### config.mk
export PLATFORM = sky130hd
export DESIGN_NAME = adder_sweep_tester_flat
export DESIGN_NICKNAME = d
export VERILOG_FILES = /design/src/rtl/adder_sweep_if.sv /design/src/rtl/adder_sweep_tester.sv /design/src/flat_wrapper.sv
export SDC_FILE = /design/constraint.sdc
export NUM_CORES = 1
export LEC_CHECK = 0
export CORE_AREA = 2 2 94 114
export CTS_BUF_LIST = sky130_fd_sc_hd__clkbuf_16
export DETAILED_ROUTE_END_ITERATION = 10
export DIE_AREA = 0 0 96 116
export GPL_TIMING_DRIVEN = 1
export PLACE_DENSITY = 0.79
export SLEW_MARGIN = 5
export SYNTH_ARGS = -nofsm -noshare
export SYNTH_HDL_FRONTEND = slang
export SYNTH_SLANG_ARGS = --single-unit
### constraint.sdc
create_clock -name clk -period 4.9 [get_ports clk]
set_input_delay 1.225 -clock clk [delete_from_list [all_inputs] [get_ports clk]]
set_output_delay 1.225 -clock clk [all_outputs]
set_load 0.01 [all_outputs]
### src/rtl/adder_sweep_if.sv
// adder_sweep_if: bundles the operand/sum exchange and the result flags
// between adder_sweep_tester and the logic around it.
// master = the tester, slave = the surrounding top level / adders.
interface adder_sweep_if #(
   parameter int WIDTH         = 14,
   parameter int ERR_CNT_WIDTH = 8
);
   logic                     start;
   logic [WIDTH-1:0]         operand_a;
   logic [WIDTH-1:0]         operand_b;
   logic [WIDTH:0]           dut_sum;
   logic [WIDTH:0]           ref_sum;
   logic                     busy;
   logic                     done;
   logic                     test_fail;
   logic [ERR_CNT_WIDTH-1:0] err_count;
   logic [WIDTH-1:0]         first_fail_a;
   logic [WIDTH-1:0]         first_fail_b;

   modport master (
      input  start, dut_sum, ref_sum,
      output operand_a, operand_b, busy, done, test_fail, err_count,
             first_fail_a, first_fail_b
   );

   modport slave (
      output start, dut_sum, ref_sum,
      input  operand_a, operand_b, busy, done, test_fail, err_count,
             first_fail_a, first_fail_b
   );
endinterface

### src/rtl/adder_sweep_tester.sv
// adder_sweep_tester: drives one operand pair per clock into a DUT adder and
// a golden adder, compares both sums in the same cycle and records a sticky
// fail flag, a saturating error count and the first failing pair.
// SWEEP_MODE 0 walks all 2^(2*WIDTH) pairs; SWEEP_MODE 1 walks NUM_VECTORS
// pairs taken from a 32-bit Galois LFSR.
// Optional build macro ADDER_TESTER_STOP_ON_FAIL_EN: the first mismatch ends
// the sweep with the operands frozen on the failing pair.
module adder_sweep_tester #(
   parameter int          WIDTH         = 14,
   parameter int          SWEEP_MODE    = 0,
   parameter int unsigned NUM_VECTORS   = 4096,
   parameter int          ERR_CNT_WIDTH = 8
) (
   input  logic          clk,
   input  logic          rst,
   adder_sweep_if.master bus
);

`ifdef ADDER_TESTER_STOP_ON_FAIL_EN
   localparam bit STOP_ON_FAIL = 1'b1;
`else
   localparam bit STOP_ON_FAIL = 1'b0;
`endif

   // Index of the final vector; the 33-bit index keeps 2^32-1 exact at WIDTH=16.
   localparam logic [32:0] LAST_IDX = (SWEEP_MODE == 0)
      ? 33'((64'd1 << (2 * WIDTH)) - 64'd1)
      : 33'(NUM_VECTORS) - 33'd1;

   localparam logic [31:0]              LFSR_SEED = 32'hACE12024;
   localparam logic [31:0]              LFSR_TAPS = 32'h80200003;
   localparam logic [32:0]              IDX_ONE   = 33'd1;
   localparam logic [ERR_CNT_WIDTH-1:0] ERR_ONE   = ERR_CNT_WIDTH'(1);

   typedef enum logic [1:0] {
      IDLE,
      RUN,
      DONE
   } state_t;

   state_t                   state;
   logic [32:0]              vec_idx;
   logic [31:0]              lfsr;
   logic [WIDTH-1:0]         op_a;
   logic [WIDTH-1:0]         op_b;
   logic                     busy_q;
   logic                     done_q;
   logic                     fail_q;
   logic [ERR_CNT_WIDTH-1:0] err_q;
   logic [WIDTH-1:0]         ffail_a;
   logic [WIDTH-1:0]         ffail_b;

   logic                     mismatch;
   logic [31:0]              lfsr_next;
   logic [WIDTH-1:0]         first_a;
   logic [WIDTH-1:0]         first_b;
   logic [WIDTH-1:0]         next_a;
   logic [WIDTH-1:0]         next_b;

   // Both adders are combinational, so the sums belong to the current operands.
   assign mismatch  = (bus.dut_sum != bus.ref_sum);

   // One right-shift step of the Galois LFSR.
   assign lfsr_next = {1'b0, lfsr[31:1]} ^ (lfsr[0] ? LFSR_TAPS : 32'd0);

   if (SWEEP_MODE == 0) begin : g_exhaustive
      localparam logic [2*WIDTH-1:0] PAIR_ONE = (2*WIDTH)'(1);
      logic [2*WIDTH-1:0] pair_next;

      // {a,b} as one counter: b is the low half, so a steps when b wraps.
      assign pair_next        = {op_a, op_b} + PAIR_ONE;
      assign first_a          = '0;
      assign first_b          = '0;
      assign {next_a, next_b} = pair_next;
   end else begin : g_lfsr
      assign first_a = LFSR_SEED[WIDTH-1:0];
      assign first_b = LFSR_SEED[WIDTH+15:16];
      assign next_a  = lfsr_next[WIDTH-1:0];
      assign next_b  = lfsr_next[WIDTH+15:16];
   end

   // Sweep FSM: sequences vectors, accumulates results, drives registered outputs.
   // NOTE: all state here uses <= so every register samples pre-edge values;
   // e.g. the first-fail capture sees fail_q as it was before this edge.
   always_ff @(posedge clk or posedge rst) begin
      if (rst) begin
         state   <= IDLE;
         vec_idx <= '0;
         lfsr    <= '0;
         op_a    <= '0;
         op_b    <= '0;
         busy_q  <= 1'b0;
         done_q  <= 1'b0;
         fail_q  <= 1'b0;
         err_q   <= '0;
         ffail_a <= '0;
         ffail_b <= '0;
      end else begin
         case (state)
            IDLE, DONE: begin
               if (bus.start) begin
                  state   <= RUN;
                  busy_q  <= 1'b1;
                  done_q  <= 1'b0;
                  vec_idx <= '0;
                  lfsr    <= LFSR_SEED;
                  op_a    <= first_a;
                  op_b    <= first_b;
                  fail_q  <= 1'b0;
                  err_q   <= '0;
                  ffail_a <= '0;
                  ffail_b <= '0;
               end
            end
            RUN: begin
               if (mismatch) begin
                  fail_q <= 1'b1;
                  if (err_q != '1) err_q <= err_q + ERR_ONE;
                  if (!fail_q) begin
                     ffail_a <= op_a;
                     ffail_b <= op_b;
                  end
               end
               if ((STOP_ON_FAIL && mismatch) || (vec_idx == LAST_IDX)) begin
                  // Operands are left on the last (or failing) vector.
                  state  <= DONE;
                  busy_q <= 1'b0;
                  done_q <= 1'b1;
               end else begin
                  vec_idx <= vec_idx + IDX_ONE;
                  lfsr    <= lfsr_next;
                  op_a    <= next_a;
                  op_b    <= next_b;
               end
            end
            default: state <= IDLE;
         endcase
      end
   end

   assign bus.operand_a    = op_a;
   assign bus.operand_b    = op_b;
   assign bus.busy         = busy_q;
   assign bus.done         = done_q;
   assign bus.test_fail    = fail_q;
   assign bus.err_count    = err_q;
   assign bus.first_fail_a = ffail_a;
   assign bus.first_fail_b = ffail_b;

endmodule

### src/flat_wrapper.sv
// flat-port wrapper written by rule: the top's interface ports become plain ports
module adder_sweep_tester_flat 
#(
   parameter int          WIDTH         = 14,
   parameter int          SWEEP_MODE    = 0,
   parameter int unsigned NUM_VECTORS   = 4096,
   parameter int          ERR_CNT_WIDTH = 8
)
  (clk, rst, bus_start, bus_dut_sum, bus_ref_sum, bus_operand_a, bus_operand_b, bus_busy, bus_done, bus_test_fail, bus_err_count, bus_first_fail_a, bus_first_fail_b);
  adder_sweep_if #(.WIDTH(WIDTH), .ERR_CNT_WIDTH(ERR_CNT_WIDTH)) bus_i ();
  input  logic clk;
  input  logic rst;
  input wire logic [$bits(bus_i.start)-1:0] bus_start;
  input wire logic [$bits(bus_i.dut_sum)-1:0] bus_dut_sum;
  input wire logic [$bits(bus_i.ref_sum)-1:0] bus_ref_sum;
  output wire logic [$bits(bus_i.operand_a)-1:0] bus_operand_a;
  output wire logic [$bits(bus_i.operand_b)-1:0] bus_operand_b;
  output wire logic [$bits(bus_i.busy)-1:0] bus_busy;
  output wire logic [$bits(bus_i.done)-1:0] bus_done;
  output wire logic [$bits(bus_i.test_fail)-1:0] bus_test_fail;
  output wire logic [$bits(bus_i.err_count)-1:0] bus_err_count;
  output wire logic [$bits(bus_i.first_fail_a)-1:0] bus_first_fail_a;
  output wire logic [$bits(bus_i.first_fail_b)-1:0] bus_first_fail_b;
  assign bus_i.start = bus_start;
  assign bus_i.dut_sum = bus_dut_sum;
  assign bus_i.ref_sum = bus_ref_sum;
  assign bus_operand_a = bus_i.operand_a;
  assign bus_operand_b = bus_i.operand_b;
  assign bus_busy = bus_i.busy;
  assign bus_done = bus_i.done;
  assign bus_test_fail = bus_i.test_fail;
  assign bus_err_count = bus_i.err_count;
  assign bus_first_fail_a = bus_i.first_fail_a;
  assign bus_first_fail_b = bus_i.first_fail_b;
  adder_sweep_tester #(.WIDTH(WIDTH), .SWEEP_MODE(SWEEP_MODE), .NUM_VECTORS(NUM_VECTORS), .ERR_CNT_WIDTH(ERR_CNT_WIDTH)) u_core (.clk(clk), .rst(rst), .bus(bus_i));
endmodule
==> impl_metrics.json <==
{
  "yosysUniqueCellTypes": 50,
  "grt_pass1_vias": 4417,
  "ys_async_sr_fraction_pct": 100.0,
  "ant_nets": 0,
  "hold_slack_ns": 0.4773,
  "clock_skew_ns": 0.007549,
  "critPathArrivalTime_ns": 3.23,
  "die_w_um": 96,
  "groute.layer.met3.usage_pct": 3.966,
  "grt.busiest_layer": "met2",
  "p_per_area_nw_per_um2": 373.9,
  "cts_tree": "yes",
  "hold_class": "flop to flop",
  "critPathLaunchType": "input port",
  "hold_viol": 0,
  "cts.sinks": 102,
  "cts_root_buffer": "clkbuf_16",
  "die_area_um2": 11140,
  "viasPerCell": 6.115,
  "period_share_pct": 60.48,
  "tightestPinTransition_ns": 1.216,
  "cts_setup_buffers": 0,
  "timing.final.crit_period_ns": 2.964,
  "power_mw": 2.434,
  "grt_use_total_pct": 22.72,
  "yosysSeqAreaShare_pct": 50.07,
  "num_vias": 4403,
  "use_met1_pct": 26.37,
  "syn_inst": 494,
  "overflow": 0,
  "die-height_um": 116,
  "syn2layout_area_growth_pct": 27.74,
  "status": "complete, no violations",
  "drc": 0,
  "synth_nets": 530,
  "p_leak_nw": 2.896,
  "io_pins": 100,
  "path_clk_slew_ns": 0.07,
  "cts_buffers": 9,
  "start_util_pct": 51.18,
  "syn_avg_cell_area_um2": 10.32,
  "drive_gt1_share_pct": 7.071,
  "crit_type": "input port to flop",
  "crit_required_ns": 5.17,
  "postLayoutCoreUtil_pct": 65.38,
  "rsz0062_at_grt": "no",
  "fmax_ghz": 0.3374,
  "ir_worst_vdd_mv": 0.1869,
  "grt_pass1_wl_um": 20040,
  "grt_max_degree": 79,
  "cp_max_fo": 28,
  "ctsResizeCount": 0,
  "wirelength_um": 12020,
  "setup_viol": 0,
  "gp_congestion": 0.8157,
  "dr.pass1.iters": 7,
  "h-tree-depth": 3,
  "io_buffers": 99,
  "ys_ff_latch": 102,
  "end_kind": "flop",
  "max-slew-margin-rel_pct": 18.87,
  "setup_tns_ns": 0,
  "clk_latency_ns": 0.35,
  "ctsHoldBuffers": 0,
  "dpl.hpwl_um": 8454,
  "antenna_cells": 0,
  "row_count": 40,
  "cts_buffer_depth": 2,
  "final_nets": 625,
  "syn_area_um2": 5097,
  "r2r_slack_ns": 2.10,
  "antenna_found_initial": 0,
  "drt_iter0_drc": 210,
  "core_area_um2": 9960,
  "wl_per_cell_um": 16.69,
  "yosysWarningCount": 0,
  "drv_cap": 0,
  "ys.flop_type": "dfrtp_1",
  "met2_usage_pct": 40.19,
  "slew_violations": 0,
  "synth_edf_count": 0
}
==> logic make-up after synthesis <==
kind of cell / share of synthesized area (%)
flops: 50.07
fa+ha+maj: 0.7365
simple gates: 22.12
compound gates: 12.17
buf+inv: 2.896
xor+xnor: 2.921
mux: 9.082
==> registers in the layout (all words and copies together), names as in the netlist <==
signal,count
u_core.bus.busy,1
u_core.bus.done,1
u_core.bus.err_count,8
u_core.bus.first_fail_a,14
u_core.bus.first_fail_b,14
u_core.bus.operand_a,14
u_core.bus.operand_b,14
u_core.bus.test_fail,1
u_core.state,2
u_core.vec_idx,33
==> where the power goes <==
part           total [mW]  internal, mW  switching [mW]
Sequential           1.12         0.965           0.159
Combinational       0.592         0.315           0.277
Clock               0.719         0.398           0.321
Total                2.43          1.68           0.757
==> cell usage after synthesis, types with 9 or more instances <==
master	number	share of area (%)
a22o_1	27	4.6
and3_1	10	1.2
clkbuf_1	14	1.0
dfrtp_1	102	50
inv_1	11	0.81
mux2i_1	44	8.6
nand2_1	76	5.6
nand3_1	26	2.6
nand4_1	29	3.6
nor2_1	18	1.3
nor3_1	15	1.5
nor4_1	11	1.4
o211ai_1	9	1.3
o31ai_1	13	1.9
xnor2_1	17	2.9
==> final cells by class <==
cell class / instances / area (µm²)
Sequential cell: 102 / 2552
Clock buffer: 9 / 225.2
Timing Repair Buffer: 106 / 1044
Tap cell: 126 / 157.7
Inverter: 11 / 43.79
Clock inverter: 7 / 73.82
Multi-Input combinational cell: 359 / 2415
Fill cell: 811 / 3448
==> per-layer routing <==
layer	part of all wire [%]	wire (µm)	vias to the layer above
met4	2.6	317	0
met1	40	4760	2184
met3	5.0	597	30
met2	53	6340	166
li1	-	-	2023
met5	0	0	-
==> layout by cell type, fill, tap and decap left out, types with 3 or more instances in the layout <==
master             n
dfrtp_1          102
clkdlybuf4s50_1   99
nand2_1           76
mux2i_1           44
nand4_1           29
a22o_1            27
nand3_1           26
nor2_1            18
xnor2_1           17
nor3_1            14
o31ai_1           13
nor4_1            10
inv_1             10
and3_1            10
o211ai_1           9
clkbuf_16          9
buf_4              7
or4_1              4
nor4_2             4
o21ai_0            4
a21oi_1            4
and4_1             4
nor3_2             3
or2_1              3
a21o_1             3
a211o_1            3
and2_1             3
ha_1               3
==> worst max-delay path, cell delays in order <==
cell and delay [ns]:
clkdlybuf4s50_1 0.48, xnor2_1 0.12, nand4_1 0.13, nor4_2 0.27, buf_4 0.22, o21bai_2 0.50
mux2i_1 0.28
==> through the flow <==
stage	worst slack [ns]	instances	instance area [µm²]
after floorplan	0.9995	494	5097
after global placement	1.619	704	6212
after detailed placement	1.535	704	6212
after CTS	1.897	720	6511
after global routing	1.796	720	6511
final	1.936	720	6511
==> final timing paths <==
kind / to / depth (start not counted) / startpoint
worst max-delay path: u_core.bus.first_fail_a[10] / 7 / bus_dut_sum[6]
worst min-delay path: u_core.bus.done / 2 / u_core.bus.done
worst max register to register: u_core.bus.operand_b[9] / 6 / u_core.vec_idx[0]
worst min register to register: u_core.bus.done / 2 / u_core.bus.done
max in group asynchronous: u_core.vec_idx[3] / 3 / rst
min in group asynchronous: u_core.bus.first_fail_a[8] / 2 / rst
No activity file was read; power rests on OpenSTA's default activity.
